`config.mk`:
```
export PLATFORM = sky130hd
export DESIGN_NAME = raizing_prog_packer
export DESIGN_NICKNAME = d
export VERILOG_FILES = /design/src/rtl/raizing_prog_packer.sv
export SDC_FILE = /design/constraint.sdc
export NUM_CORES = 1
export LEC_CHECK = 0
export ABC_AREA = 1
export ABC_CLOCK_PERIOD_IN_PS = 12250
export BUFFER_PORTS_ARGS = -buffer_cell sky130_fd_sc_hd__buf_2
export CORE_AREA = 2 2 156 158
export CTS_BUF_LIST = sky130_fd_sc_hd__clkbuf_4
export CTS_CLUSTER_SIZE = 8
export DETAILED_ROUTE_END_ITERATION = 6
export DIE_AREA = 0 0 158 160
export GPL_TIMING_DRIVEN = 1
export HOLD_SLACK_MARGIN = 0.15
export PLACE_DENSITY = 0.86
export SYNTH_ARGS = -nofsm -noshare
export SYNTH_HDL_FRONTEND = slang
export SYNTH_SLANG_ARGS = --single-unit
export TNS_END_PERCENT = 10
```
`constraint.sdc`:
```
create_clock -name CLK -period 12.25 [get_ports CLK]
set_clock_uncertainty 0.1 [all_clocks]
set_input_delay 0.6125 -clock CLK [delete_from_list [all_inputs] [get_ports CLK]]
set_output_delay 0.6125 -clock CLK [all_outputs]
set_load 0.01 [all_outputs]
```
`src/rtl/raizing_prog_packer.sv`:
```
`default_nettype none
// ============================================================================
//  Module   : raizing_prog_packer
//  Purpose  : Packs a byte-wide ROM download stream into 16-bit masked SDRAM
//             programming writes through a small write queue.
//  Revision : 1.0  initial release
// ============================================================================
module raizing_prog_packer #(
    parameter int AW    = 22,
    parameter int DEPTH = 4
) (
    input  logic          CLK,
    input  logic          RESET_N,
    input  logic          BYTE_WR,
    input  logic [AW:0]   BYTE_ADDR,
    input  logic [1:0]    BYTE_BA,
    input  logic [7:0]    BYTE_DATA,
    input  logic          FLUSH,
    output logic          FULL,
    output logic          BUSY,
    output logic          OVERRUN,
    output logic [AW-1:0] PROG_ADDR,
    output logic [15:0]   PROG_DATA,
    output logic [1:0]    PROG_MASK,
    output logic [1:0]    PROG_BA,
    output logic          PROG_WE,
    input  logic          PROG_RDY
);

    localparam int c_PW = $clog2(DEPTH);
    localparam int c_CW = c_PW + 1;
    localparam int c_EW = AW + 2 + 16 + 2;
    localparam logic [c_CW-1:0] c_DEPTH     = c_CW'(DEPTH);
    localparam logic [c_CW-1:0] c_FULL_LVL  = c_CW'(DEPTH - 2);

    localparam logic [0:0] c_S_IDLE  = 1'b0;
    localparam logic [0:0] c_S_WRITE = 1'b1;

    // Pending word; lane-valid bit 1 is the even byte (data[15:8]), bit 0 the odd byte.
    logic [AW-1:0]   r_pend_addr;
    logic [1:0]      r_pend_ba;
    logic [15:0]     r_pend_data;
    logic [1:0]      r_pend_lv;

    logic [c_EW-1:0] r_mem [DEPTH];
    logic [c_PW-1:0] r_wptr;
    logic [c_PW-1:0] r_rptr;
    logic [c_CW-1:0] r_count;
    logic            r_overrun;
    logic [0:0]      r_state;
    logic [0:0]      w_state_nxt;

    logic [AW-1:0]   w_byte_word;
    logic            w_hit;
    logic [AW-1:0]   w_nx_addr;
    logic [1:0]      w_nx_ba;
    logic [15:0]     w_nx_data;
    logic [1:0]      w_nx_lv;
    logic            w_push_a;
    logic            w_push_b;
    logic [c_EW-1:0] w_push_a_ent;
    logic [c_EW-1:0] w_push_b_ent;
    logic            w_a_acc;
    logic            w_b_acc;
    logic [c_CW-1:0] w_free;
    logic [c_PW-1:0] w_wptr1;
    logic            w_load;
    logic            w_pop;

    // Queue entry layout: {word address, bank, data, mask}; mask bit set = lane suppressed.
    function automatic logic [c_EW-1:0] f_pack(
        input logic [AW-1:0] addr,
        input logic [1:0]    ba,
        input logic [15:0]   data,
        input logic [1:0]    lv
    );
        return {addr, ba, data, ~lv};
    endfunction

    assign w_byte_word = BYTE_ADDR[AW:1];
    assign w_hit       = (|r_pend_lv) && (r_pend_addr == w_byte_word) && (r_pend_ba == BYTE_BA);

    always_comb begin
        w_nx_addr    = r_pend_addr;
        w_nx_ba      = r_pend_ba;
        w_nx_data    = r_pend_data;
        w_nx_lv      = r_pend_lv;
        w_push_a     = 1'b0;
        w_push_a_ent = f_pack(r_pend_addr, r_pend_ba, r_pend_data, r_pend_lv);
        w_push_b     = 1'b0;
        w_push_b_ent = w_push_a_ent;
        if (BYTE_WR) begin
            if (!w_hit) begin
                w_push_a  = |r_pend_lv;
                w_nx_addr = w_byte_word;
                w_nx_ba   = BYTE_BA;
                w_nx_data = '0;
                w_nx_lv   = '0;
            end
            if (BYTE_ADDR[0]) begin
                w_nx_data[7:0] = BYTE_DATA;
                w_nx_lv[0]     = 1'b1;
            end else begin
                w_nx_data[15:8] = BYTE_DATA;
                w_nx_lv[1]      = 1'b1;
            end
            if (&w_nx_lv) begin
                w_push_a     = 1'b1;
                w_push_a_ent = f_pack(w_nx_addr, w_nx_ba, w_nx_data, w_nx_lv);
                w_nx_lv      = '0;
            end
        end
        // A flush goes behind whatever the same-cycle byte already pushed.
        if (FLUSH && (|w_nx_lv)) begin
            if (w_push_a) begin
                w_push_b     = 1'b1;
                w_push_b_ent = f_pack(w_nx_addr, w_nx_ba, w_nx_data, w_nx_lv);
            end else begin
                w_push_a     = 1'b1;
                w_push_a_ent = f_pack(w_nx_addr, w_nx_ba, w_nx_data, w_nx_lv);
            end
            w_nx_lv = '0;
        end
    end

    always_ff @(posedge CLK or negedge RESET_N) begin
        if (!RESET_N) begin
            r_pend_addr <= '0;
            r_pend_ba   <= '0;
            r_pend_data <= '0;
            r_pend_lv   <= '0;
        end else begin
            r_pend_addr <= w_nx_addr;
            r_pend_ba   <= w_nx_ba;
            r_pend_data <= w_nx_data;
            r_pend_lv   <= w_nx_lv;
        end
    end

    // A same-cycle pop frees the head slot; the head was already copied into PROG_*.
    assign w_free  = c_DEPTH - r_count + c_CW'(w_pop);
    assign w_a_acc = w_push_a && (w_free != '0);
    assign w_b_acc = w_push_b && (w_free > (w_a_acc ? c_CW'(1) : c_CW'(0)));
    assign w_wptr1 = r_wptr + c_PW'(1);

    always_ff @(posedge CLK) begin
        if (w_a_acc) r_mem[r_wptr]  <= w_push_a_ent;
        if (w_b_acc) r_mem[w_wptr1] <= w_push_b_ent;
    end

    always_ff @(posedge CLK or negedge RESET_N) begin
        if (!RESET_N) begin
            r_wptr    <= '0;
            r_rptr    <= '0;
            r_count   <= '0;
            r_overrun <= 1'b0;
        end else begin
            r_wptr    <= r_wptr + c_PW'(w_a_acc) + c_PW'(w_b_acc);
            r_rptr    <= r_rptr + c_PW'(w_pop);
            r_count   <= r_count + c_CW'(w_a_acc) + c_CW'(w_b_acc) - c_CW'(w_pop);
            r_overrun <= r_overrun | (w_push_a & ~w_a_acc) | (w_push_b & ~w_b_acc);
        end
    end

    always_ff @(posedge CLK or negedge RESET_N) begin
        if (!RESET_N) r_state <= c_S_IDLE;
        else          r_state <= w_state_nxt;
    end

    always_comb begin
        w_state_nxt = r_state;
        case (r_state)
            c_S_IDLE:  if (r_count != '0) w_state_nxt = c_S_WRITE;
            c_S_WRITE: if (PROG_RDY)      w_state_nxt = c_S_IDLE;
            default:                      w_state_nxt = c_S_IDLE;
        endcase
    end

    always_comb begin
        w_load = (r_state == c_S_IDLE) && (r_count != '0);
        w_pop  = (r_state == c_S_WRITE) && PROG_RDY;
    end

    always_ff @(posedge CLK or negedge RESET_N) begin
        if (!RESET_N) begin
            PROG_ADDR <= '0;
            PROG_BA   <= '0;
            PROG_DATA <= '0;
            PROG_MASK <= '0;
            PROG_WE   <= 1'b0;
        end else if (w_load) begin
            {PROG_ADDR, PROG_BA, PROG_DATA, PROG_MASK} <= r_mem[r_rptr];
            PROG_WE <= 1'b1;
        end else if (w_pop) begin
            PROG_WE <= 1'b0;
        end
    end

    assign FULL    = (r_count >= c_FULL_LVL);
    assign BUSY    = (|r_pend_lv) | (r_count != '0) | PROG_WE;
    assign OVERRUN = r_overrun;

endmodule
`default_nettype wire

```
After elaboration in Yosys (flattened, before gate mapping) --
Memories as Yosys holds them, arrays and structs flattened. A register that Yosys moved wholly into a read port is not among the register bits. Index checks and enable logic that the tools add are counted.
Operators by class: add/subtract/negate cells 9, $lt $le $gt $ge 2, equality and inequality tests 2, mux-type cells 38, bitwise operators 12, reduce and logical (&&, ||, !) cells 14
Operator list (number):
- $mux 42 | 6
- $mux 22 | 2
- $mux 16 | 2
- $eq 22x22->1 | 1
- $mux 1 | 19
- $mux 8 | 2
- $mux 2 | 6
- $add 3x1->3 | 3
- $logic_and 1x1->1 | 7
- $add 2x1->2 | 3
- $not 2->2 | 3
- $reduce_bool 3->1 | 2
- $or 1x1->1 | 4
- $reduce_or 2->1 | 2
- $ge 3x2->1 const B | 1
- $gt 3x1->1 | 1
- $not 1->1 | 3
- $sub 3x1->3 | 1
- $sub 3x3->3 const A | 1
- $add 2x1->2 const B | 1
- $and 1x1->1 | 2
- $eq 2x2->1 | 1
- $pmux 1 s2 | 1
- $reduce_and 2->1 | 1
- 2 further kinds | 2
Word-level totals: register bits after elaboration 52, memory bits (writable) 168, bits of input ports 38, output and inout bits 46, word-level logic and storage cells 88, memories 1
Memories:
- r_mem | words 4, bits a word 42, read ports 1, clocked after Yosys merged registers in 1, wr ports 2, RTL line 45 | logic [c_EW-1:0] r_mem [DEPTH];

Logic depth before layout (Yosys ltp) --
Gate-level depths: netlist (run 1).
depth in word-level cells 19, depth in mapped cells 27, mapped depth without buffers 27

Least setup slack after synthesis (run 1) --
No wires, ideal clock.
kind in2reg, start point input BYTE_ADDR[1], end point memory r_mem[0][0] (netlist name), enable pin, setup time 0.500 ns, data arrival time 4.794 ns, data required time 11.650 ns, setup slack 6.857 ns, stages on the path 12, buffers on the path 0, path through xor2_1 > nor2_1 > nand3_1 > nor2_1 > nand3_1 > nand2_1 > nand3_4 > nand2_4 > inv_4 > nand2_1 > nand2_1 > o21ai_0
RTL lines:
- start: declaration | RTL line 15 | input logic [AW:0] BYTE_ADDR,
- end: declaration | RTL line 45

==> results of run 1 <==
## kinds of logic (layout without fill, tap and decap cells)
group / after synthesis / after routing
flip-flops: 262 / 262
AND/OR/NAND/NOR: 1179 / 1179
other: 0 / 2
buffers and inverters: 190 / 321
XOR/XNOR: 10 / 10
adder cells (fa/ha/maj): 9 / 9
AO/OA/AOI/OAI: 205 / 205
## registers in the layout (all words and copies together) (netlist names), 3 cells and up
signal       flops
r_mem          168
PROG_ADDR       22
r_pend_addr     22
PROG_DATA       16
r_pend_data     16
r_count          3
## cell usage after synthesis, drive strengths merged
library cell  number
nand2            874
nor2             241
edfxtp           168
o21ai            143
dfrtp             94
inv               83
nand3             59
buf               54
clkbuf            51
a31oi             42
o22ai             16
ha                 8
xor2               6
xnor2              4
nand3b             3
a21oi              2
clkinv             2
fa                 1
nand4              1
nor3               1
o21bai             1
o31ai              1
## how the worst max path moves through the flow
stage                        startpoint                      to
after CTS                 BYTE_ADDR[15]   r_mem[3][2]$_DFFE_PP_
after global placement    BYTE_ADDR[18]  r_mem[3][28]$_DFFE_PP_
after floorplan            BYTE_ADDR[1]   r_mem[0][0]$_DFFE_PP_
after global routing      BYTE_ADDR[15]  r_mem[3][29]$_DFFE_PP_
after detailed placement  BYTE_ADDR[15]  r_mem[3][28]$_DFFE_PP_
final                     BYTE_ADDR[15]  r_mem[1][40]$_DFFE_PP_
## per-layer routing
metal / GRT usage (%) / up-vias
met2: 49.7 / 816
met4: 16.6 / 0
li1: - / 6149
met5: 0 / -
met1: 41.1 / 5884
met3: 5.94 / 142
## metrics by stage
stage	util [%]	cells
floorplan	-	1855
global placement	61.6	2173
detailed placement	61.6	2173
CTS	65.9	2310
global route	65.9	2311
finish	65.9	2312
## cell type report
cell class | instances | share of cell area, %
Multi-Input combinational cell | 1403 | 38.2
Tap cell | 324 | 2.58
Clock inverter | 22 | 0.916
Sequential cell | 262 | 47.1
Inverter | 85 | 2.05
Timing Repair Buffer | 108 | 4.00
Clock buffer | 106 | 5.07
Antenna cell | 2 | 0.0319
## power by group
part / internal, mW / switching [mW] / leakage (nW)
registers: 1.21 / 0.102 / 2.67
clock network: 0.439 / 0.373 / 0.549
logic: 0.318 / 0.724 / 4.11
## critical path: cells and delay by family
kind / cells / cell delay, ps
buffers and inverters: 5 / 1860
AND/OR/NAND/NOR: 9 / 2700
AO/OA/AOI/OAI: 2 / 1280
adder cells (fa/ha/maj): 1 / 320
XOR/XNOR: 1 / 160
## what timing repair did
action                                 in CTS  in global routing
endpoints found under the hold margin      35                  0
hold buffers                                9                  0
resized for setup                           0                  0
setup endpoints to repair                   0                  0
==> results.md, run 1 <==
- FF-to-FF path depth: 16
- H-tree Lvls: 3
- Worst slew margin: 28.8%
- Total routed wirelength: 38.5 mm
- Max Fanout on Critical Path: 45
- Design area: between 15000 and 20000 um2
- Syn. warnings: 0
- Min-Delay Endpoint: r_pend_addr[17]$_DFF_PN0_
- Worst path cell trace: dlygate4sd3_1 > buf_2 > xor2_1 > nor2_1 > nand2_1 > nor2_1 > nand2_1 > nand3b_1 > nand2_4 > inv_4 > nand2_1 > nand2_1 > inv_1 > ha_1 > o21ai_1 > nand3_4 > o21ai_4 > buf_4
- Post-Synth Adder-Cell Area: less than 1%
- Mapped Cells: 1855
- CTS tree: done
- Die span in y: 160 um
- Clk Latency, worst-skew pair: a little under 700 ps
- DRC viols: 1
- Crit path DAT: 6960 ps
- RSZ-0062 raised after global routing: no
- CTS clock-pin slew for the worst setup and hold paths: 60 ps
- Largest family of logic cells by synthesized area: simple AND/OR/NAND/NOR gates
- Pins Over Slew Limit: 0
- Clock sink count: ~260
- Clock Tree Buf Depth: 3
- Vias after detailed routing: roughly 13000
- CP max stage cell: o21ai_1
- DR pass1 iterations: 7
- Area share of and/or/nand/nor cells after synthesis: about 32%
- Clk root buf: clkbuf_4
- Routed WL per cell: between 15 and 20 um
- Synth-to-Final Area Change: 10.5%
- Worst Path Required: 12450 ps
- Met2 WL: 17.8 mm
- IO buf count: 83
- Hold Crit Depth: 3
- Row Count: 57
- Post-DP Area: 14700 um2
- R2R Path End: r_mem[1][40]$_DFFE_PP_
- Slew @ Worst Pin: roughly 1100 ps
- Share of cells above drive strength 1: 12.0%
- Worst VDD drop: 0.000208 V
- Starting Density: 59.7%
- Top Metal Used: met4
- Max-Cap Viols: 0
- Syn Nets: 1902
- P_leak: 7.32 nW
- PD cells: 202 nW/um2
- Fin nets: between 1500 and 2000
- First-pass GRT wire length: between 60 and 70 mm
- Outcome: finished, violations left
- Synth Area in Compound Gates: 7.79%
- WL met3: around 4.1 mm
- Initial antenna violation count: 2
- Remaining Overflow, GRT: 0
- Reg2Reg Setup Slack: approximately 5700 ps
- Critical Path Start Type: input port
- Vias in the first global route: 12700
- #FFs+latches synth: 262
- Setup Fix Bufs, Post-CTS: 0
- CP Capture Type: flop
- Die Area: around 25000 um2
- DRT iter0 DRCs: 1723
- Footprint of the multi-input gates: 6010 um2
- Post-synthesis mux area share: 0%
- Final worst setup slack: between 5000 and 6000 ps
- Total Power: 3.17 mW
- Core footprint: approximately 24000 um2
- Inserted Clock Buffers: 71
- Syn Area/Cell: 7.66 um2
- Largest cells by area after synthesis: edfxtp_1 36%, nand2_1 23%, dfrtp_1 17%
- Max frequency: 0.148 GHz
- Count of cell types in the netlist: 34
- R2r startpoint: r_pend_addr[12]$_DFF_PN0_
- Post-route ant nets: 0
- Clock period minus worst slack: approximately 6800 ps
- Kind of critical path: input port to flop
- Final setup vio count: 0
- Largest net degree at the start of global routing: 86
- Global-route usage over all layers: between 30% and 40%
- Worst min path class: input port to flop
- Post-route setup TNS: 0 ps
- Post-synth top area cell: edfxtp_1
- Dpl hpwl: 22.9 mm
- Fill cells: a little under 2000
- Most frequent cells in the layout: 871 x nand2_1, 233 x nor2_1, 168 x edfxtp_1, 136 x o21ai_0, 106 x clkbuf_4
- XOR/XNOR Fraction of Synth Area: 0.616%
- Die W: ~160 um
- Most common cell after layout, fill and taps aside: nand2_1
- Hold path startpoint: BYTE_ADDR[18]
- Post-synth top area share: 35.5%
- IO Pins: 84
- Dpl ws: 5530 ps
- Register area share after synthesis: 52.1%
- Failing checks: DRC
- Hold WS: 177 ps
- Register Area: about 7400 um2
- GPL Wtd Cong: roughly 0.92
- Largest incremental delay on the critical path: slightly above 800 ps
- Final period util: 55.2%
- DRT met1 WL: 14.9 mm
- Final hold vios: 0
- Cell area after synthesis: 14200 um2
- Most frequent CP cell: nand2_1
- Via density: 5.62
No activity file was read; power rests on OpenSTA's default activity.
==> run 2, diff against run 1 <==
- ABC_CLOCK_PERIOD_IN_PS: 12250 -> 6900
- clock period: 12.25 -> 6.9 ns (I/O delays scaled with it)
==> results.md, run 2 (synthesized netlist as in run 1, its figures left out) <==
- Outcome: finished clean
- Die Area: 25300 um2 (unchanged)
- Clk root buf: clkbuf_4
- Most common cell after layout, fill and taps aside: nand2_1
- Clock Tree Buf Depth: 3 (unchanged)
- Inserted Clock Buffers: 68 (-4.2%)
- Remaining Overflow, GRT: 0 (unchanged)
- RSZ-0062 raised after global routing: no
- Post-DP Area: 14700 um2 (+0.24%)
- Dpl hpwl: 24.1 mm (+5.2%)
- CTS tree: done
- Routed WL per cell: 17.5 um (+5.3%)
- Final setup vio count: 0 (unchanged)
- Register with the most flip-flops: r_mem
- P_leak: 7.45 nW (+1.8%)
- Slew @ Worst Pin: 1340 ps (+282 ps)
- Post-route ant nets: 0 (unchanged)
- Max Fanout on Critical Path: 45 (unchanged)
- Worst Path Required: 7330 ps (-5120 ps)
- Critical Path Start Type: flop
- Pins Over Slew Limit: 0 (unchanged)
- Biggest regs: r_mem (168), PROG_ADDR (22), r_pend_addr (22)
- Final std cells w/o fill: 2343 (+1.3%)
- Seq pwr share: 41.9% (+0.4 points)
- Vias in the first global route: 13000 (+2.4%)
- Crit path DAT: 6290 ps (-670 ps)
- DR pass1 iterations: 6 (-1)
- Comb pwr share: 33.5% (+0.6 points)
- Starting Density: 59.7% (unchanged)
- Setup Fix Bufs, Post-CTS: 0 (unchanged)
- Die W: 158 um (unchanged)
- DRT iter0 DRCs: 1748 (+1.5%)
- CTS clock-pin slew for the worst setup and hold paths: 60 ps (about the same)
- Util after Layout: 67.2% (+1.2 points)
- CP Capture Type: flop
- Clock sink count: 262 (unchanged)
- PD cells: 351 nW/um2 (+74%)
- Global-route usage over all layers: 33.0% (+1.6 points)
- Total routed wirelength: 41.1 mm (+6.7%)
- Core footprint: 23800 um2 (unchanged)
- Clock Power Share: 24.7% (-0.9 points)
- Internal Power: 3.46 mW (+76%)
- GPL Wtd Cong: 0.889 (-3.3%)
- Synth-to-Final Area Change: 12.6%
- H-tree Lvls: 3 (unchanged)
- Most frequent cells in the layout: 872 x nand2_1, 233 x nor2_1, 168 x edfxtp_1, 136 x o21ai_0, 105 x clkbuf_4
- IO Pins: 84 (unchanged)
- Initial antenna violation count: 2 (unchanged)
- First-pass GRT wire length: 65.1 mm (+4.3%)
- Max frequency: 0.171 GHz
- Largest net degree at the start of global routing: 86 (unchanged)
- Final period util: 84.9%
- Vias after detailed routing: 13400 (+3.3%)
- Sw Share: 38.4% (+0.55 points)
- Worst VDD drop: 0.000299 V (+44%)
- Worst slew margin: 10.4% (-18 points)
- Final hold vios: 0 (unchanged)
- Die span in y: 160 um (unchanged)
- Clock period minus worst slack: a little under 6000 ps
- Net switching power: 2.16 mW (+80%)
- Max-Cap Viols: 0 (unchanged)
- Kind of critical path: flop to flop
- DRC viols: 0 (-1)
- Worst min path class: input port to flop
- Share of cells above drive strength 1: 11.8% (-0.13 points)
- IO buf count: 83 (unchanged)
- Clk Latency, worst-skew pair: 680 ps (about the same)
- DP Cell Count: 2178 (+0.23%)
- Design area: 16000 um2 (+1.9%)
- Post-route setup TNS: 0 ps (unchanged)
- Via density: 5.73 (+2.0%)
- Max reg flops: 168 (unchanged)
- Row Count: 57 (unchanged)
- Fin nets: 2010 (+1.6%)
[run 2: cell types whose count changed in the layout (fill, tap and decap cells not counted), sizes merged]
cell,previous run,this run
clkinv,19,18
clkbuf,106,105
clkinvlp,2,1
buf,99,105
dlygate4sd3,9,38
bufinv,2,1
[run 2: metal layers]
metal	GRT usage (%)	part of all wire [%]	vias to the layer above
li1	-	-	6202
met1	43.5	37	6128
met2	51.2	46	938
met3	6.54	12	155
met4	18.5	4.4	0
met5	0	0	-
[run 2: critical path: stages, from the launching register on]
cell and delay (ps):
dfrtp_1 400, inv_2 50, nand2_1 50, o21ai_1 80, nor2_1 180, nand3_1 200
nor2_1 300, nand2_1 90, buf_4 200, nand3b_1 140, nand2_4 120, inv_4 490
nand2_1 170, nand2_1 390, inv_1 130, ha_1 320, o21ai_1 380, buf_4 260
nand3_4 150, nor2_2 800, buf_4 490, nand2_1 120, nand2_1 80
[run 2: layout make-up]
cell class	instances	area, um2
antenna	2	5.00
clock buffer	105	788
clock inverter	19	101
fill	1924	7820
inverter	85	322
multi-input combinational	1403	6000
sequential	262	7400
tap	324	405
timing repair buffer	143	976
[run 2: through the flow]
stage,power (mW),worst slack (ps),hold WS [ps]
floorplan,3.59,1720,-50.6
global placement,4.14,1410,289
detailed placement,4.21,1250,292
CTS,5.60,1260,194
global route,5.95,763,259
finish,5.62,1040,237
[run 2: final timing paths]
kind / startpoint / endpoint / slack, ps / depth (start not counted)
max: r_pend_addr[7]$_DFF_PN0_ / r_mem[0][1]$_DFFE_PP_ / 1040 / 22
max in group asynchronous: RESET_N / r_rptr[0]$_DFF_PN0_ / 5020 / 4
min: BYTE_ADDR[0] / r_pend_lv[0]$_DFF_PN0_ / 240 / 5
min in group asynchronous: RESET_N / r_pend_data[6]$_DFF_PN0_ / 550 / 3
max reg2reg: r_pend_addr[7]$_DFF_PN0_ / r_mem[0][1]$_DFFE_PP_ / 1040 / 22
min reg2reg: OVERRUN$_DFF_PN0_ / OVERRUN$_DFF_PN0_ / 400 / 2
[run 2: power groups by stage]
stage / sequential, mW / combinational (mW) / clock (mW)
floorplan: 2.40 / 1.19 / 0
global placement: 2.37 / 1.78 / 0
detailed placement: 2.38 / 1.83 / 0
CTS: 2.35 / 1.86 / 1.39
global route: 2.39 / 2.09 / 1.48
finish: 2.35 / 1.88 / 1.39
[run 2: repair_timing]
item	CTS	global route
endpoints found under the hold margin	88	0
gates resized for setup	0	0
hold buffers	39	0
